`src/rtl/ball_launcher_if.sv`:
```
// Signal bundle between the angle/power stage, VGA mixer and the ball launcher.
// The launcher takes the slave side; the driver of frame and pixel timing takes the master side.
interface ball_launcher_if;
  logic       tick;
  logic       launch;
  logic [2:0] Vel;
  logic [4:0] Ang;
  logic [9:0] xCount;
  logic [9:0] yCount;
  logic [9:0] ballX;
  logic [8:0] ballY;
  logic       ball;
  logic       busy;
  logic       landed;

  modport master (
    output tick, launch, Vel, Ang, xCount, yCount,
    input  ballX, ballY, ball, busy, landed
  );

  modport slave (
    input  tick, launch, Vel, Ang, xCount, yCount,
    output ballX, ballY, ball, busy, landed
  );
endinterface

```
`src/rtl/ball_launcher.sv`:
```
// Flies a ball along a gravity trajectory after a button press and flags the ball's pixels.
// Position and velocity are held in 1/16-pixel fixed point and advance once per frame tick.
module ball_launcher #(
  parameter int START_X    = 42,
  parameter int START_Y    = 425,
  parameter int GROUND_Y   = 430,
  parameter int X_MAX      = 639,
  parameter int GRAVITY    = 1,
  parameter int BALL_SIZE  = 6,
  parameter int HOLD_TICKS = 120
) (
  input  logic           clk,
  input  logic           rst,
  ball_launcher_if.slave bus
);

  localparam int HW = $clog2(HOLD_TICKS + 1);

  localparam logic        [13:0] X_START_FP  = 14'(START_X * 16);
  localparam logic        [13:0] X_MAX_FP    = 14'(X_MAX * 16);
  localparam logic signed [15:0] Y_START_FP  = 16'(START_Y * 16);
  localparam logic signed [15:0] Y_GROUND_FP = 16'(GROUND_Y * 16);
  localparam logic signed [15:0] GRAV_FP     = 16'(GRAVITY);

  typedef enum logic [1:0] {S_IDLE, S_LOAD, S_FLY, S_LANDED} state_t;

  state_t r_state, w_state_next;

  logic r_launch_meta, r_launch_sync, r_launch_prev;
  logic w_trigger;

  logic        [13:0] r_x,  w_x_next;
  logic signed [15:0] r_y,  w_y_next;
  logic        [7:0]  r_vx, w_vx_next;
  logic signed [15:0] r_vy, w_vy_next;
  logic      [HW-1:0] r_hold, w_hold_next;
  logic               r_ball;

  logic [2:0] w_vel_c;
  logic [4:0] w_ang_c;
  logic [3:0] w_sin, w_cos;
  logic [7:0] w_vp1, w_vx_load, w_vy_load;

  logic        [13:0] w_x_add;
  logic signed [15:0] w_y_sub;
  logic               w_x_over, w_y_ground;

  logic [9:0] w_bx, w_by, w_hit_x, w_hit_y;
  logic       w_hit;

  function automatic logic [3:0] sin_lut(input logic [4:0] a);
    case (a)
      5'd0:           sin_lut = 4'd0;
      5'd1:           sin_lut = 4'd1;
      5'd2, 5'd3:     sin_lut = 4'd2;
      5'd4:           sin_lut = 4'd3;
      5'd5, 5'd6:     sin_lut = 4'd4;
      5'd7:           sin_lut = 4'd5;
      5'd8, 5'd9:     sin_lut = 4'd6;
      5'd10, 5'd11,
      5'd12:          sin_lut = 4'd7;
      default:        sin_lut = 4'd8;
    endcase
  endfunction

  // The button idles high; sync flops reset high so a reset never leaves a falling edge pending.
  always_ff @(posedge clk or posedge rst) begin
    if (rst) begin
      r_launch_meta <= 1'b1;
      r_launch_sync <= 1'b1;
      r_launch_prev <= 1'b1;
    end else begin
      r_launch_meta <= bus.launch;
      r_launch_sync <= r_launch_meta;
      r_launch_prev <= r_launch_sync;
    end
  end

  assign w_trigger = r_launch_prev & ~r_launch_sync;

  assign w_vel_c   = (bus.Vel > 3'd5)  ? 3'd5  : bus.Vel;
  assign w_ang_c   = (bus.Ang > 5'd16) ? 5'd16 : bus.Ang;
  assign w_sin     = sin_lut(w_ang_c);
  assign w_cos     = sin_lut(5'd16 - w_ang_c);
  assign w_vp1     = {5'd0, w_vel_c} + 8'd1;
  assign w_vx_load = ({4'd0, w_cos} * w_vp1) << 1;
  assign w_vy_load = ({4'd0, w_sin} * w_vp1) << 1;

  assign w_x_add    = r_x + {6'd0, r_vx};
  assign w_y_sub    = r_y - r_vy;
  assign w_x_over   = (w_x_add[13:4] > 10'(X_MAX));
  assign w_y_ground = (w_y_sub >= Y_GROUND_FP);

  always_comb begin
    w_state_next = r_state;
    w_x_next     = r_x;
    w_y_next     = r_y;
    w_vx_next    = r_vx;
    w_vy_next    = r_vy;
    w_hold_next  = r_hold;
    bus.busy     = 1'b0;
    bus.landed   = 1'b0;
    case (r_state)
      S_IDLE: begin
        w_x_next = X_START_FP;
        w_y_next = Y_START_FP;
        if (w_trigger) w_state_next = S_LOAD;
      end
      S_LOAD: begin
        bus.busy     = 1'b1;
        w_vx_next    = w_vx_load;
        w_vy_next    = $signed({8'd0, w_vy_load});
        w_state_next = S_FLY;
      end
      S_FLY: begin
        bus.busy = 1'b1;
        if (bus.tick) begin
          w_x_next  = w_x_add;
          w_y_next  = w_y_sub;
          w_vy_next = r_vy - GRAV_FP;
          // Ground and right-edge clamps are independent so a corner landing clamps both.
          if (w_y_ground) w_y_next = Y_GROUND_FP;
          if (w_x_over)   w_x_next = X_MAX_FP;
          if (w_y_ground || w_x_over) begin
            w_state_next = S_LANDED;
            w_hold_next  = '0;
          end
        end
      end
      S_LANDED: begin
        bus.landed = 1'b1;
        if (bus.tick) begin
          if (r_hold == HW'(HOLD_TICKS - 1)) begin
            w_hold_next  = '0;
            w_x_next     = X_START_FP;
            w_y_next     = Y_START_FP;
            w_state_next = S_IDLE;
          end else begin
            w_hold_next = r_hold + 1'b1;
          end
        end
      end
      default: w_state_next = S_IDLE;
    endcase
  end

  always_ff @(posedge clk or posedge rst) begin
    if (rst) begin
      r_state <= S_IDLE;
      r_x     <= X_START_FP;
      r_y     <= Y_START_FP;
      r_vx    <= '0;
      r_vy    <= '0;
      r_hold  <= '0;
    end else begin
      r_state <= w_state_next;
      r_x     <= w_x_next;
      r_y     <= w_y_next;
      r_vx    <= w_vx_next;
      r_vy    <= w_vy_next;
      r_hold  <= w_hold_next;
    end
  end

  // y never goes negative and never exceeds the ground line, so bits 12:4 are the whole pixel row.
  assign w_bx      = r_x[13:4];
  assign w_by      = {1'b0, r_y[12:4]};
  assign bus.ballX = w_bx;
  assign bus.ballY = r_y[12:4];

  assign w_hit_x = w_bx + 10'(BALL_SIZE);
  assign w_hit_y = w_by + 10'(BALL_SIZE);
  assign w_hit   = (bus.xCount >= w_bx) && (bus.xCount < w_hit_x) &&
                   (bus.yCount >= w_by) && (bus.yCount < w_hit_y);

  always_ff @(posedge clk or posedge rst) begin
    if (rst) r_ball <= 1'b0;
    else     r_ball <= w_hit;
  end

  assign bus.ball = r_ball;

endmodule

```
`src/flat_wrapper.sv`:
```
// flat-port wrapper written by rule: the top's interface ports become plain ports
module ball_launcher_flat 
#(
  parameter int START_X    = 42,
  parameter int START_Y    = 425,
  parameter int GROUND_Y   = 430,
  parameter int X_MAX      = 639,
  parameter int GRAVITY    = 1,
  parameter int BALL_SIZE  = 6,
  parameter int HOLD_TICKS = 120
)
  (clk, rst, bus_tick, bus_launch, bus_Vel, bus_Ang, bus_xCount, bus_yCount, bus_ballX, bus_ballY, bus_ball, bus_busy, bus_landed);
  ball_launcher_if bus_i ();
  input  logic clk;
  input  logic rst;
  input wire logic [$bits(bus_i.tick)-1:0] bus_tick;
  input wire logic [$bits(bus_i.launch)-1:0] bus_launch;
  input wire logic [$bits(bus_i.Vel)-1:0] bus_Vel;
  input wire logic [$bits(bus_i.Ang)-1:0] bus_Ang;
  input wire logic [$bits(bus_i.xCount)-1:0] bus_xCount;
  input wire logic [$bits(bus_i.yCount)-1:0] bus_yCount;
  output wire logic [$bits(bus_i.ballX)-1:0] bus_ballX;
  output wire logic [$bits(bus_i.ballY)-1:0] bus_ballY;
  output wire logic [$bits(bus_i.ball)-1:0] bus_ball;
  output wire logic [$bits(bus_i.busy)-1:0] bus_busy;
  output wire logic [$bits(bus_i.landed)-1:0] bus_landed;
  assign bus_i.tick = bus_tick;
  assign bus_i.launch = bus_launch;
  assign bus_i.Vel = bus_Vel;
  assign bus_i.Ang = bus_Ang;
  assign bus_i.xCount = bus_xCount;
  assign bus_i.yCount = bus_yCount;
  assign bus_ballX = bus_i.ballX;
  assign bus_ballY = bus_i.ballY;
  assign bus_ball = bus_i.ball;
  assign bus_busy = bus_i.busy;
  assign bus_landed = bus_i.landed;
  ball_launcher #(.START_X(START_X), .START_Y(START_Y), .GROUND_Y(GROUND_Y), .X_MAX(X_MAX), .GRAVITY(GRAVITY), .BALL_SIZE(BALL_SIZE), .HOLD_TICKS(HOLD_TICKS)) u_core (.clk(clk), .rst(rst), .bus(bus_i));
endmodule
```
`config.mk`:
```
export PLATFORM = sky130hd
export DESIGN_NAME = ball_launcher_flat
export DESIGN_NICKNAME = d
export VERILOG_FILES = /design/src/rtl/ball_launcher_if.sv /design/src/rtl/ball_launcher.sv /design/src/flat_wrapper.sv
export SDC_FILE = /design/constraint.sdc
export NUM_CORES = 1
export LEC_CHECK = 0
export BUFFER_PORTS_ARGS = -buffer_cell sky130_fd_sc_hd__buf_4
export CAP_MARGIN = 15
export CORE_AREA = 3 3 85 167
export DETAILED_ROUTE_END_ITERATION = 10
export DIE_AREA = 0 0 88 170
export PLACE_DENSITY = 0.66
export SYNTH_ARGS = -nofsm -noshare
export SYNTH_HDL_FRONTEND = slang
export SYNTH_SLANG_ARGS = --single-unit
```
`constraint.sdc`:
```
create_clock -name clk -period 3.4 [get_ports clk]
set_clock_uncertainty 0.15 [all_clocks]
set_input_delay 0.68 -clock clk [delete_from_list [all_inputs] [get_ports clk]]
set_output_delay 0.68 -clock clk [all_outputs]
set_load 0.03 [all_outputs]
```
# [Yosys cells after proc, flatten, opt, wreduce, memory -nomap -nowiden]
# Memory sizes are Yosys's and may differ from the RTL's.
# Cells that the tools add are included.
[word_totals] word_cells=83 regBits=66 rom_bits=128 out_inout_bits=22 n_memories=2
[memory_table] name="(no name shown)" words=16 width=4 rd=1 rd_ports_with_merged_regs=0 wr=0 line_no="ball_launcher.sv:52" text="case (a)"
[memory_table] name="(no name shown)" words=16 width=4 rd=1 rd_ports_with_merged_regs=0 wr=0 line_no="ball_launcher.sv:52"
[op_classes] n_eq_ne=9 muxes=29 magnitude_cmp=8 n_mul=2 add_sub_neg=8 bitwise_logic=2 reduce_logical=13
[ops] operator="16-bit 2-to-1 mux" n=5
[ops] operator="14-bit 2-to-1 mux" n=4
[ops] operator="16-bit case mux with 3 select lines" n=1
[ops] operator="14-bit case mux with 3 select lines" n=1
[ops] operator="16-bit case mux with 2 select lines" n=1
[ops] operator="7-bit 2-to-1 mux" n=4
[ops] operator="10-bit less-than comparator" n=2
[ops] operator="16-bit by 14-bit greater-or-equal comparator with 1-bit output, second input constant" n=1
[ops] operator="4-bit by 8-bit multiplier with 7-bit output" n=2
[ops] operator="16-bit subtractor" n=1
[ops] operator="16-bit by 2-bit subtractor with 16-bit output, second input constant" n=1
[ops] operator="14-bit by 8-bit adder with 14-bit output" n=1
[ops] operator="7-bit case mux with 2 select lines" n=1
[ops] operator="10-bit by 3-bit adder with 10-bit output, second input constant" n=1
[ops] operator="9-bit by 3-bit adder with 10-bit output, second input constant" n=1
[ops] operator="10-bit greater-or-equal comparator" n=1
[ops] operator="10-bit by 9-bit greater-or-equal comparator with 1-bit output" n=1
[ops] operator="10-bit greater-than comparator, second input constant" n=1
[ops] operator="2-bit 2-to-1 mux" n=5
[ops] operator="4-bit 2-to-1 mux" n=2
[ops] operator="2-bit case mux with 4 select lines" n=1
[ops] operator="4-bit AND reduction" n=2
[ops] operator="7-bit by 1-bit adder with 7-bit output, second input constant" n=1
[ops] operator="7-bit equality test, second input constant" n=1
[ops] operator="21 further kinds" n=29

# [Logic depth before layout (Yosys ltp)]
# Gate-level depths: netlist of run 1.
[depth] ltp_word=6 mapped_depth=18 depth_no_buf=18

# [Worst setup path before layout of run 1]
# Ideal clock, no wire load.
[synth_timing] path_kind="input to register" from="in bus_Ang[1]" to="reg u_core.r_vx[7]" t_required_ns=3.112 setup_time_ns=0.138 slack_ns=-1.247 cell_stages=18 path_buffers=0 arrival_time_ns=4.359 path_cell_list="nor2b_1 -> inv_1 -> ha_1 -> inv_1 -> ha_1 -> nor3b_1 -> or3_1 -> or2_2 -> fa_1 -> inv_1 -> fa_1 -> inv_1 -> fa_1 -> inv_1 -> a21o_1 -> a21oi_1 -> xnor2_1 -> a21oi_1"
[synth_via] elab_chain_cells=6
[synth_rtl] item="from (decl)" line_no="flat_wrapper.sv:19" text="input wire logic [$bits(bus_i.Ang)-1:0] bus_Ang;"
[synth_rtl] item="5-bit greater-than comparator" line_no="ball_launcher.sv:82" text="assign w_ang_c = (bus.Ang > 5'd16) ? 5'd16 : bus.Ang;"
[synth_rtl] item="5-bit 2-to-1 mux (*)" line_no="ball_launcher.sv:82"
[synth_rtl] item="5-bit subtractor (*)" line_no="ball_launcher.sv:84" text="assign w_cos = sin_lut(5'd16 - w_ang_c);"
[synth_rtl] item="memory 16 x 4 bit"
[synth_rtl] item="4-bit 2-to-1 mux (*)" line_no="ball_launcher.sv:52"
[synth_rtl] item="4-bit by 8-bit multiplier with 7-bit output (*)" line_no="ball_launcher.sv:86" text="assign w_vx_load = ({4'd0, w_cos} * w_vp1) << 1;"
[synth_rtl] item="to (signal assigned)" line_no="ball_launcher.sv:159" text="r_vx <= w_vx_next;"
[synth_rtl] item="to (decl)" line_no="ball_launcher.sv:34" text="logic [7:0] r_vx, w_vx_next;"
# Mark *: on every way between the ends. The rest lies on a longest branch, timed or not.
# A chain may end at the register's enable or synchronous reset.

# [Worst setup path in the final report of run 1]
[layout_timing] from="in bus_Ang[4]" to="reg u_core.r_vx[6]"
# Same word-level chain as after synthesis.

==> run_results.csv, run 1 <==
group,metric,value,unit
outcome,status,"finished, violations left",
outcome,failed_checks,"setup timing",
floorplan,rows,59,
synth,synthSimpleGateAreaFrac,14.1,%
synth,syn_inst,713,
global_routing,grt_pass1_vias,5794,
global_routing,overflow,0,
layout,drive_gt1_share,28.2,%
global_routing,gr-usage-all-layers,22.1,%
placement,io_buffers,53,
synth,synth_edf_count,0,
layout,final_core_util,60.6,%
setup_path,slowest_delay,0.53,ns
timing,fmax,0.251,GHz
setup_path,critPathSlowestCell,"fa_2",
synth,yosysWarnings,0,
route,wl,15.8,mm
clock_tree,htree_levels,3,
timing,setup_viol,8,
floorplan,die_h,170,um
floorplan,die_w,88,um
timing,tightest_slew,0.533,ns
synth,synth.distinct_cells,75,
synth,yosys.area.top_type_share,21.3,%
worst_hold_path,hp-class,"reg2reg",
layout,design_area,7920,sq um
clock_tree,clk_latency,0.33,ns
floorplan,start_util,48.6,%
setup_path,start_kind,"primary input",
clock_tree,clock_path_buffers,2,
synth,async_reset_ff_share,100,%
route,via_per_inst,5.71,
route,routedWlPerCell,16.4,um
pwr,p_leak,0.00372,uW
setup_path,end_kind,"flip-flop",
placement,post-place-ws,-1.03,ns
floorplan,coreArea,13100,sq um
synth,synthMuxAreaShare,1.93,%
route,ant_nets,0,
synth,synth_xor_xnor_area_share,7.85,%
global_routing,antenna_found_initial,0,
setup_path,cp.arrival,4.05,ns
clock_tree,cts_root_buf,"clkbuf_16",
global_routing,grt_pass1_wl,26.4,mm
placement,hpwl,12.6,mm
job,cap_violations,0,
floorplan,dieArea,15000,sq um
synth,yosys.area.top_type,"dfrtp_1",
synth,synth-compound-area-share,20.5,%
setup_path,worstPathCellList,"buf_8, nor2b_4, inv_2, ha_4, inv_6, ha_4, nor3b_2, or3_1, or2_4, fa_2, inv_2, fa_1, ha_1, a21o_1, a21oi_2, xnor2_1, mux2_4",
timing,max-slew-margin-rel,64.1,%
synth,netlist_area,6340,sq um
synth,synth_ff_type,"dfrtp_1",
clock_tree,clkTransAtPathRegs,0.06,ns
timing,setup_tns,-3.31,ns
setup_path,required,3.46,ns
timing,fin_crit_sh,117,%
synth,yosys-top-cells-area,"dfrtp_1, ha_1, xnor2_1",
clock_tree,numClockSinks,65,
pwr,vdd_drop_max,0.665,mV
timing,drv_slew,0,
pwr,cellPowerDensity,917,nW/um^2
synth,synth_top_family_by_area,"adder cells",
synth,avgSynthCellArea,8.90,sq um
layout,final_nets,941,
synth,synthTopCellsByCount,"ha_1, inv_1, a21oi_1, dfrtp_1, nand2_1",
setup_path,critPathKind,"in2reg",
timing,hold_violations,0,
layout,antenna_cells,0,
route,via_count,5486,
route,remaining_drc_errors,0,
timing,rsz0062_at_grt,"yes",
synth,yosysMostFrequentCell,"ha_1",
synth,ys_seq_elements,65,
placement,dpl_cell_area,7300,sq um
route,drtIter0Drc,200,
layout,area.growth.synth_to_final,24.8,%
setup_path,crit_fanout,5,
placement,gp_congestion,0.850,
clock_tree,cts_tree,"yes",
setup_path,r2r_slack,0.11,ns
clock_tree,cts_made_buffers,9,
timing,min_period,3.99,ns
synth,synth-adder-area-share,21.9,%
route,first_pass_iters,5,
clock_tree,hold_buffers,0,
global_routing,grt_max_degree,66,
floorplan,pin_count,54,
synth,yosysSeqAreaShare,25.9,%
timing,setup_ws,-0.587,ns
==> worst max-delay path, delay by kind of cell <==
family | cells | cell delay, ns
AO/OA/AOI/OAI | 2 | 0.31
AND/OR/NAND/NOR | 4 | 0.82
XOR/XNOR | 1 | 0.08
adder cells (fa/ha/maj) | 5 | 1.64
buffers and inverters | 4 | 0.26
multiplexers | 1 | 0.25
==> layer usage <==
metal	track usage, %	vias up	wire [um]
li1	-	2664	-
met1	21.9	2675	5670
met2	43.3	118	9260
met3	2.42	29	370
met4	11.0	0	501
met5	0	-	0
==> path summary, 6_finish.rpt <==
kind | cells after the start | from | endpoint
worst min register to register | 0 | u_core.r_launch_meta | u_core.r_launch_sync
worst max-delay path | 17 | bus_Ang[4] | u_core.r_vx[6]
max in group asynchronous | 3 | rst | u_core.r_y[12]
worst min-delay path | 0 | u_core.r_launch_meta | u_core.r_launch_sync
worst max register to register | 13 | u_core.r_vy[0] | u_core.r_state[1]
min in group asynchronous | 3 | rst | u_core.r_x[10]
==> kinds of logic after synthesis <==
| family | count (synthesis) |
|---|---|
| adder cells (fa/ha/maj) | 105 |
| XOR/XNOR | 56 |
| multiplexers | 10 |
| other | 2 |
| flip-flops | 65 |
| AND/OR/NAND/NOR | 185 |
| AO/OA/AOI/OAI | 187 |
| buffers and inverters | 103 |
==> registers in the layout, summed over array words and instances, names as in the netlist <==
register and count:
u_core.r_state 2, u_core.r_launch_sync 1, u_core.r_vy 16, u_core.bus.ball 1, u_core.r_x 13, u_core.r_launch_meta 1
u_core.r_y 16, u_core.r_hold 7, u_core.r_launch_prev 1, u_core.r_vx 7
==> cells in the final DEF (no fill, tap or decap), drive strengths merged, types with 7 or more instances in the layout <==
cell type  instances
o22ai              7
ha                95
xor2              14
nor2b              7
dfrtp             54
clkbuf            11
a31oi              7
nor2              50
fa                10
nand2             55
o21ai             39
nand3             12
xnor2             42
nor3               8
a21o              19
a21oi             54
a211oi             8
buf              113
nand2b            16
inv               66
dfstp             11
==> metrics by stage <==
step           std cells  total power [uW]  hold WS (ns)
2_1_floorplan        717              4410         0.195
3_3_place_gp         937              5460         0.198
3_5_place_dp         937              5600         0.204
4_1_cts              956              6800         0.212
5_1_grt              961              7810         0.219
6_report             961              7260         0.210
==> power breakdown <==
part	internal, uW	total, uW	switching, uW
Sequential	1020	1240	214
Clock	735	1080	349
Combinational	2280	4940	2660
==> what timing repair did <==
action	CTS	global route
hold endpoints to repair	0	0
gates resized for setup	17	33
setup buffers	3	7
pin swaps	12	24
setup endpoints to repair	14	17
==> area by class of cell <==
| cell class | instances | area (sq um) |
|---|---|---|
| multi-input cells | 549 | 4600 |
| inverters | 66 | 253 |
| flip-flops and latches | 65 | 1640 |
| repair buffers | 113 | 888 |
| fillers | 1126 | 5150 |
| clock buffers | 11 | 243 |
| clock inverters | 5 | 103 |
| well taps | 152 | 190 |
Note: power is estimated with default switching activity, not from simulation.
==> inputs of run 2 (changes only) <==
Settings changed: RECOVER_POWER from default to 25.
==> run 2 against run 1 <==
Net effect:
- the flow finishes with violations (capacitance limit, slew limit, setup timing)
- routed wire length about the same
- global-route usage is the same
- clock power about the same
- non-clock buffer count unchanged
- combinational power hardly changed
- critical path depth unchanged
- die area is the same
- flip-flop and latch count did not move
- critical path type unchanged
- largest cell class unchanged
==> run_results.csv, run 2 (synthesis gave the netlist of run 1 again) <==
group,metric,value,unit
route,routedWlPerCell,16.4,um
setup_path,r2r_slack,0.11,ns
timing,fin_crit_sh,117,%
clock_tree,hold_buffers,0,
placement,dp_cells,937,
global_routing,grt_pass1_wl,26.4,mm
layout,final-instance-count-excl-fill,961,
layout,final_nets,941,
setup_path,start_kind,"primary input",
clock_tree,cts_made_buffers,9,
placement,io_buffers,53,
floorplan,coreArea,13100,sq um
layout,final_common_cell,"buf_4",
floorplan,start_util,48.6,%
timing,setup_viol,8,
timing,min_period,3.99,ns
worst_hold_path,hp-class,"reg2reg",
worst_hold_path,whs_path_depth,0,
layout,antenna_cells,0,
layout,top_regs,"u_core.r_vy: 16 flops, u_core.r_y: 16 flops, u_core.r_x: 13 flops",
layout,design_area,7900,sq um
timing,tightest_slew,1.68,ns
placement,dpl_cell_area,7300,sq um
route,first_pass_iters,5,
route,drtIter0Drc,199,
clock_tree,numClockSinks,65,
clock_tree,cts_root_buf,"clkbuf_16",
global_routing,grt_pass1_vias,5794,
job,cap_violations,1,
setup_path,required,3.46,ns
layout,area.growth.synth_to_final,24.6,%
route,via_count,5486,
outcome,failed_checks,"capacitance limit, slew limit, setup timing",
clock_tree,clock_path_buffers,2,
global_routing,grt_max_degree,66,
pwr,vdd_drop_max,0.666,mV
floorplan,dieArea,15000,sq um
clock_tree,cts_tree,"yes",
clock_tree,clkTransAtPathRegs,0.06,ns
global_routing,overflow,0,
layout,final_cell_mix,"buf_4, ha_1, inv_1",
setup_path,crit_fanout,5,
timing,fmax,0.251,GHz
placement,gp_congestion,0.850,
clock_tree,htree_levels,3,
timing,setup_ws,-0.587,ns
route,via_per_inst,5.71,
setup_path,critPathKind,"in2reg",
global_routing,gr-usage-all-layers,22.1,%
outcome,status,"finished, violations left",
timing,max-slew-margin-rel,-12.0,%
floorplan,die_h,170,um
pwr,p_leak,0.00372,uW
layout,drive_gt1_share,28.1,%
timing,hold_violations,0,
floorplan,rows,59,
pwr,power,7260,uW
placement,hpwl,12.6,mm
setup_path,cp.arrival,4.05,ns
timing,rsz0062_at_grt,"yes",
route,remaining_drc_errors,0,
setup_path,worstRegToRegCells,13,
placement,post-place-ws,-1.03,ns
floorplan,die_w,88,um
route,ant_nets,0,
timing,drv_slew,66,
layout,fill_cells,1128,
floorplan,pin_count,54,
setup_path,end_kind,"flip-flop",
route,wl,15.8,mm
pwr,cellPowerDensity,919,nW/um^2
global_routing,antenna_found_initial,0,
clock_tree,clk_latency,0.33,ns
-- run 2: cell types whose count changed in the layout (fill, tap and decap cells not counted), sizes merged --
cell,before,now
clkbuf,11,14
buf,113,110
-- run 2: layout make-up --
| class | instances | area [sq um] | area share, % |
|---|---|---|---|
| clock buffers | 11 | 243 | 3.07 |
| clock inverters | 5 | 103 | 1.30 |
| inverters | 66 | 253 | 3.20 |
| multi-input cells | 549 | 4600 | 58.2 |
| flip-flops and latches | 65 | 1640 | 20.8 |
| well taps | 152 | 190 | 2.41 |
| repair buffers | 113 | 873 | 11.0 |
-- run 2: per-stage QoR --
stage | TNS, ns | util (%) | hold WS [ns]
2_1_floorplan | -0.995 | - | 0.195
3_3_place_gp | -6.18 | 55.8 | 0.198
3_5_place_dp | -7.03 | 55.8 | 0.204
4_1_cts | -3.35 | 59.1 | 0.212
5_1_grt | -4.15 | 60.5 | 0.219
6_report | -3.31 | 60.5 | 0.210
-- run 2: path summary, 6_finish.rpt --
check,startpoint,end
worst max register to register,u_core.r_vy[0],u_core.r_state[1]
worst min register to register,u_core.r_launch_meta,u_core.r_launch_sync
max in group asynchronous,rst,u_core.r_vy[15]
worst min-delay path,u_core.r_launch_meta,u_core.r_launch_sync
min in group asynchronous,rst,u_core.r_x[10]
worst max-delay path,bus_Ang[4],u_core.r_vx[6]
-- run 2: worst max-delay path, stage by stage --
cell,delay (ns)
buf_8,0.10
nor2b_4,0.11
inv_2,0.06
ha_4,0.17
inv_6,0.06
ha_4,0.20
nor3b_2,0.14
or3_1,0.33
or2_4,0.24
fa_2,0.53
inv_2,0.04
fa_1,0.45
ha_1,0.29
a21o_1,0.17
a21oi_2,0.14
xnor2_1,0.08
mux2_4,0.25
-- run 2: repair_timing --
item / CTS / global route
setup endpoints to repair: 14 / 17
gates resized for setup: 17 / 33
pin swaps: 12 / 24
setup buffers: 3 / 7
-- run 2: metal layers --
metal  GRT usage [%]  vias up  wire length, um
met3            2.42       29              370
met2            43.3      118             9250
met5               0        -                0
li1                -     2664                -
met1            21.9     2675             5670
met4            11.0        0              501
-- run 2: report_power, final --
group          internal, uW  total (uW)  switching, uW
registers              1020        1240            214
clock network           735        1080            349
logic                  2280        4940           2660
==> inputs of run 3 (changes only) <==
Settings changed: BUFFER_PORTS_ARGS -buffer_cell sky130_fd_sc_hd__buf_4 to -buffer_cell sky130_fd_sc_hd__buf_2.
==> run 3 against run 2 <==
Net effect:
- the run still ends with capacitance limit, slew limit, setup timing left
- sequential power barely moved
- first-iteration DRC count rose by 15%
- die area did not move
- final cell count fell by 0.31%
==> run_results.csv, run 3 (synthesis gave the netlist of run 1 again) <==
group,metric,value,unit
outcome,status,"finished, violations left",
outcome,failed_checks,"capacitance limit, slew limit, setup timing",
clock_tree,clkTransAtPathRegs,0.05,ns
global_routing,gr-usage-all-layers,21.9,%
pwr,seqPwrFrac,18.2,%
floorplan,dieArea,15000,sq um
route,wl,15.7,mm
layout,area.growth.synth_to_final,21.2,%
global_routing,antenna_found_initial,0,
floorplan,die_w,88,um
pwr,p_leak,0.00363,uW
clock_tree,numClockSinks,65,
setup_path,required,3.46,ns
floorplan,rows,59,
layout,fill_cells,1142,
setup_path,crit_fanout,3,
timing,setup_viol,8,
setup_path,critPathKind,"in2reg",
layout,final-instance-count-excl-fill,958,
placement,gp_congestion,0.853,
setup_path,crit_start,"bus_Ang[4]",
route,drtIter0Drc,228,
placement,io_buffers,53,
clock_tree,cts_root_buf,"clkbuf_16",
layout,final_common_cell,"ha_1",
floorplan,pin_count,54,
route,via_per_inst,5.62,
setup_path,crit_end,"u_core.r_vx[5]",
pwr,vdd_drop_max,0.582,mV
pwr,p_sw_share,46.5,%
timing,setup_tns,-4.08,ns
timing,fmax,0.246,GHz
global_routing,grt_pass1_vias,5671,
clock_tree,cts_made_buffers,9,
setup_path,end_kind,"flip-flop",
placement,dp_cells,934,
pwr,power,6790,uW
timing,setup_ws,-0.661,ns
clock_tree,cts_tree,"yes",
setup_path,start_kind,"primary input",
pwr,p_clk_share,14.2,%
route,routedWlPerCell,16.4,um
timing,whs,0.205,ns
setup_path,r2r-end,"u_core.r_state[1]",
layout,top_regs,"u_core.r_vy: 16 flops, u_core.r_y: 16 flops, u_core.r_x: 13 flops",
setup_path,cp.arrival,4.13,ns
placement,post-place-ws,-1.04,ns
clock_tree,clock_path_buffers,2,
global_routing,overflow,0,
worst_hold_path,hp-class,"reg2reg",
clock_tree,htree_levels,3,
route,ant_nets,0,
setup_path,worstRegToRegCells,11,
timing,max-slew-margin-rel,-20.5,%
layout,drive_gt1_share,27.5,%
route,via_count,5385,
layout,final_cell_mix,"ha_1, inv_1, dfrtp_1",
pwr,combinationalPowerShare,67.5,%
pwr,p_sw,3160,uW
floorplan,start_util,48.6,%
layout,final_nets,938,
timing,hold_violations,0,
layout,antenna_cells,0,
timing,tightest_slew,1.81,ns
floorplan,coreArea,13100,sq um
timing,rsz0062_at_grt,"yes",
floorplan,die_h,170,um
placement,hpwl,12.7,mm
setup_path,r2r_slack,0.09,ns
pwr,cellPowerDensity,883,nW/um^2
job,cap_violations,1,
timing,drv_slew,33,
timing,min_period,4.06,ns
global_routing,grt_pass1_wl,25.9,mm
pwr,intPower,3630,uW
global_routing,grt_max_degree,33,
route,first_pass_iters,5,
clock_tree,clk_latency,0.33,ns
setup_path,timing.rr.start,"u_core.r_vy[2]",
timing,fin_crit_sh,119,%
route,remaining_drc_errors,0,
-- run 3: final cells by class --
| class | instances | area, sq um | area share (%) |
|---|---|---|---|
| Sequential cell | 65 | 1640 | 21.3 |
| Clock buffer | 11 | 253 | 3.29 |
| Inverter | 66 | 250 | 3.25 |
| Tap cell | 152 | 190 | 2.47 |
| Clock inverter | 5 | 62.6 | 0.814 |
| Timing Repair Buffer | 110 | 724 | 9.42 |
| Multi-Input combinational cell | 549 | 4570 | 59.4 |
-- run 3: worst min path at each step --
stage	startpoint	end	slack [ns]	cells past startpoint
after floorplan	u_core.r_launch_meta	u_core.r_launch_sync	0.20	0
after global placement	u_core.r_launch_meta	u_core.r_launch_sync	0.20	0
after detailed placement	u_core.r_launch_meta	u_core.r_launch_sync	0.20	0
after CTS	rst	u_core.bus.ball	0.19	2
after global routing	u_core.r_launch_meta	u_core.r_launch_sync	0.21	0
final	u_core.r_launch_meta	u_core.r_launch_sync	0.20	0
-- run 3: power groups by stage --
stage / Clock, uW / Sequential, uW / Combinational (uW)
2_1_floorplan: 0 / 1200 / 3220
3_3_place_gp: 0 / 1230 / 4210
3_5_place_dp: 0 / 1250 / 4350
4_1_cts: 978 / 1230 / 4470
5_1_grt: 1020 / 1270 / 5040
6_report: 965 / 1240 / 4580
-- run 3: through the flow --
stage / cell area (sq um) / util [%]
6_report: 7690 / 58.9
3_5_place_dp: 7140 / 54.7
3_3_place_gp: 7140 / 54.7
2_1_floorplan: 6540 / -
5_1_grt: 7690 / 58.9
4_1_cts: 7590 / 58.1
-- run 3: metal layers --
layer	GRT usage [%]	routed length [um]	vias to the layer above
met5	0	0	-
met2	42.5	9020	122
met4	12.2	688	0
met3	3.05	493	30
li1	-	-	2667
met1	20.9	5460	2566
-- run 3: critical path, cell delays in order --
cell	delay (ns)
buf_8	0.10
nor2b_4	0.11
inv_2	0.05
ha_4	0.16
inv_4	0.07
ha_4	0.20
nor3b_2	0.15
or3_1	0.33
or2_4	0.24
fa_2	0.53
inv_2	0.04
fa_1	0.52
inv_2	0.05
fa_2	0.39
buf_6	0.12
xnor2_1	0.11
mux2_4	0.25
-- run 3: repair_timing --
| action | CTS | global route |
|---|---|---|
| buffers inserted | 5 | 4 |
| gates resized for setup | 27 | 23 |
| pin swaps | 21 | 29 |
| hold buffers | 0 | 0 |
| endpoints found under the setup margin | 23 | 28 |
| endpoints found under the hold margin | 0 | 0 |
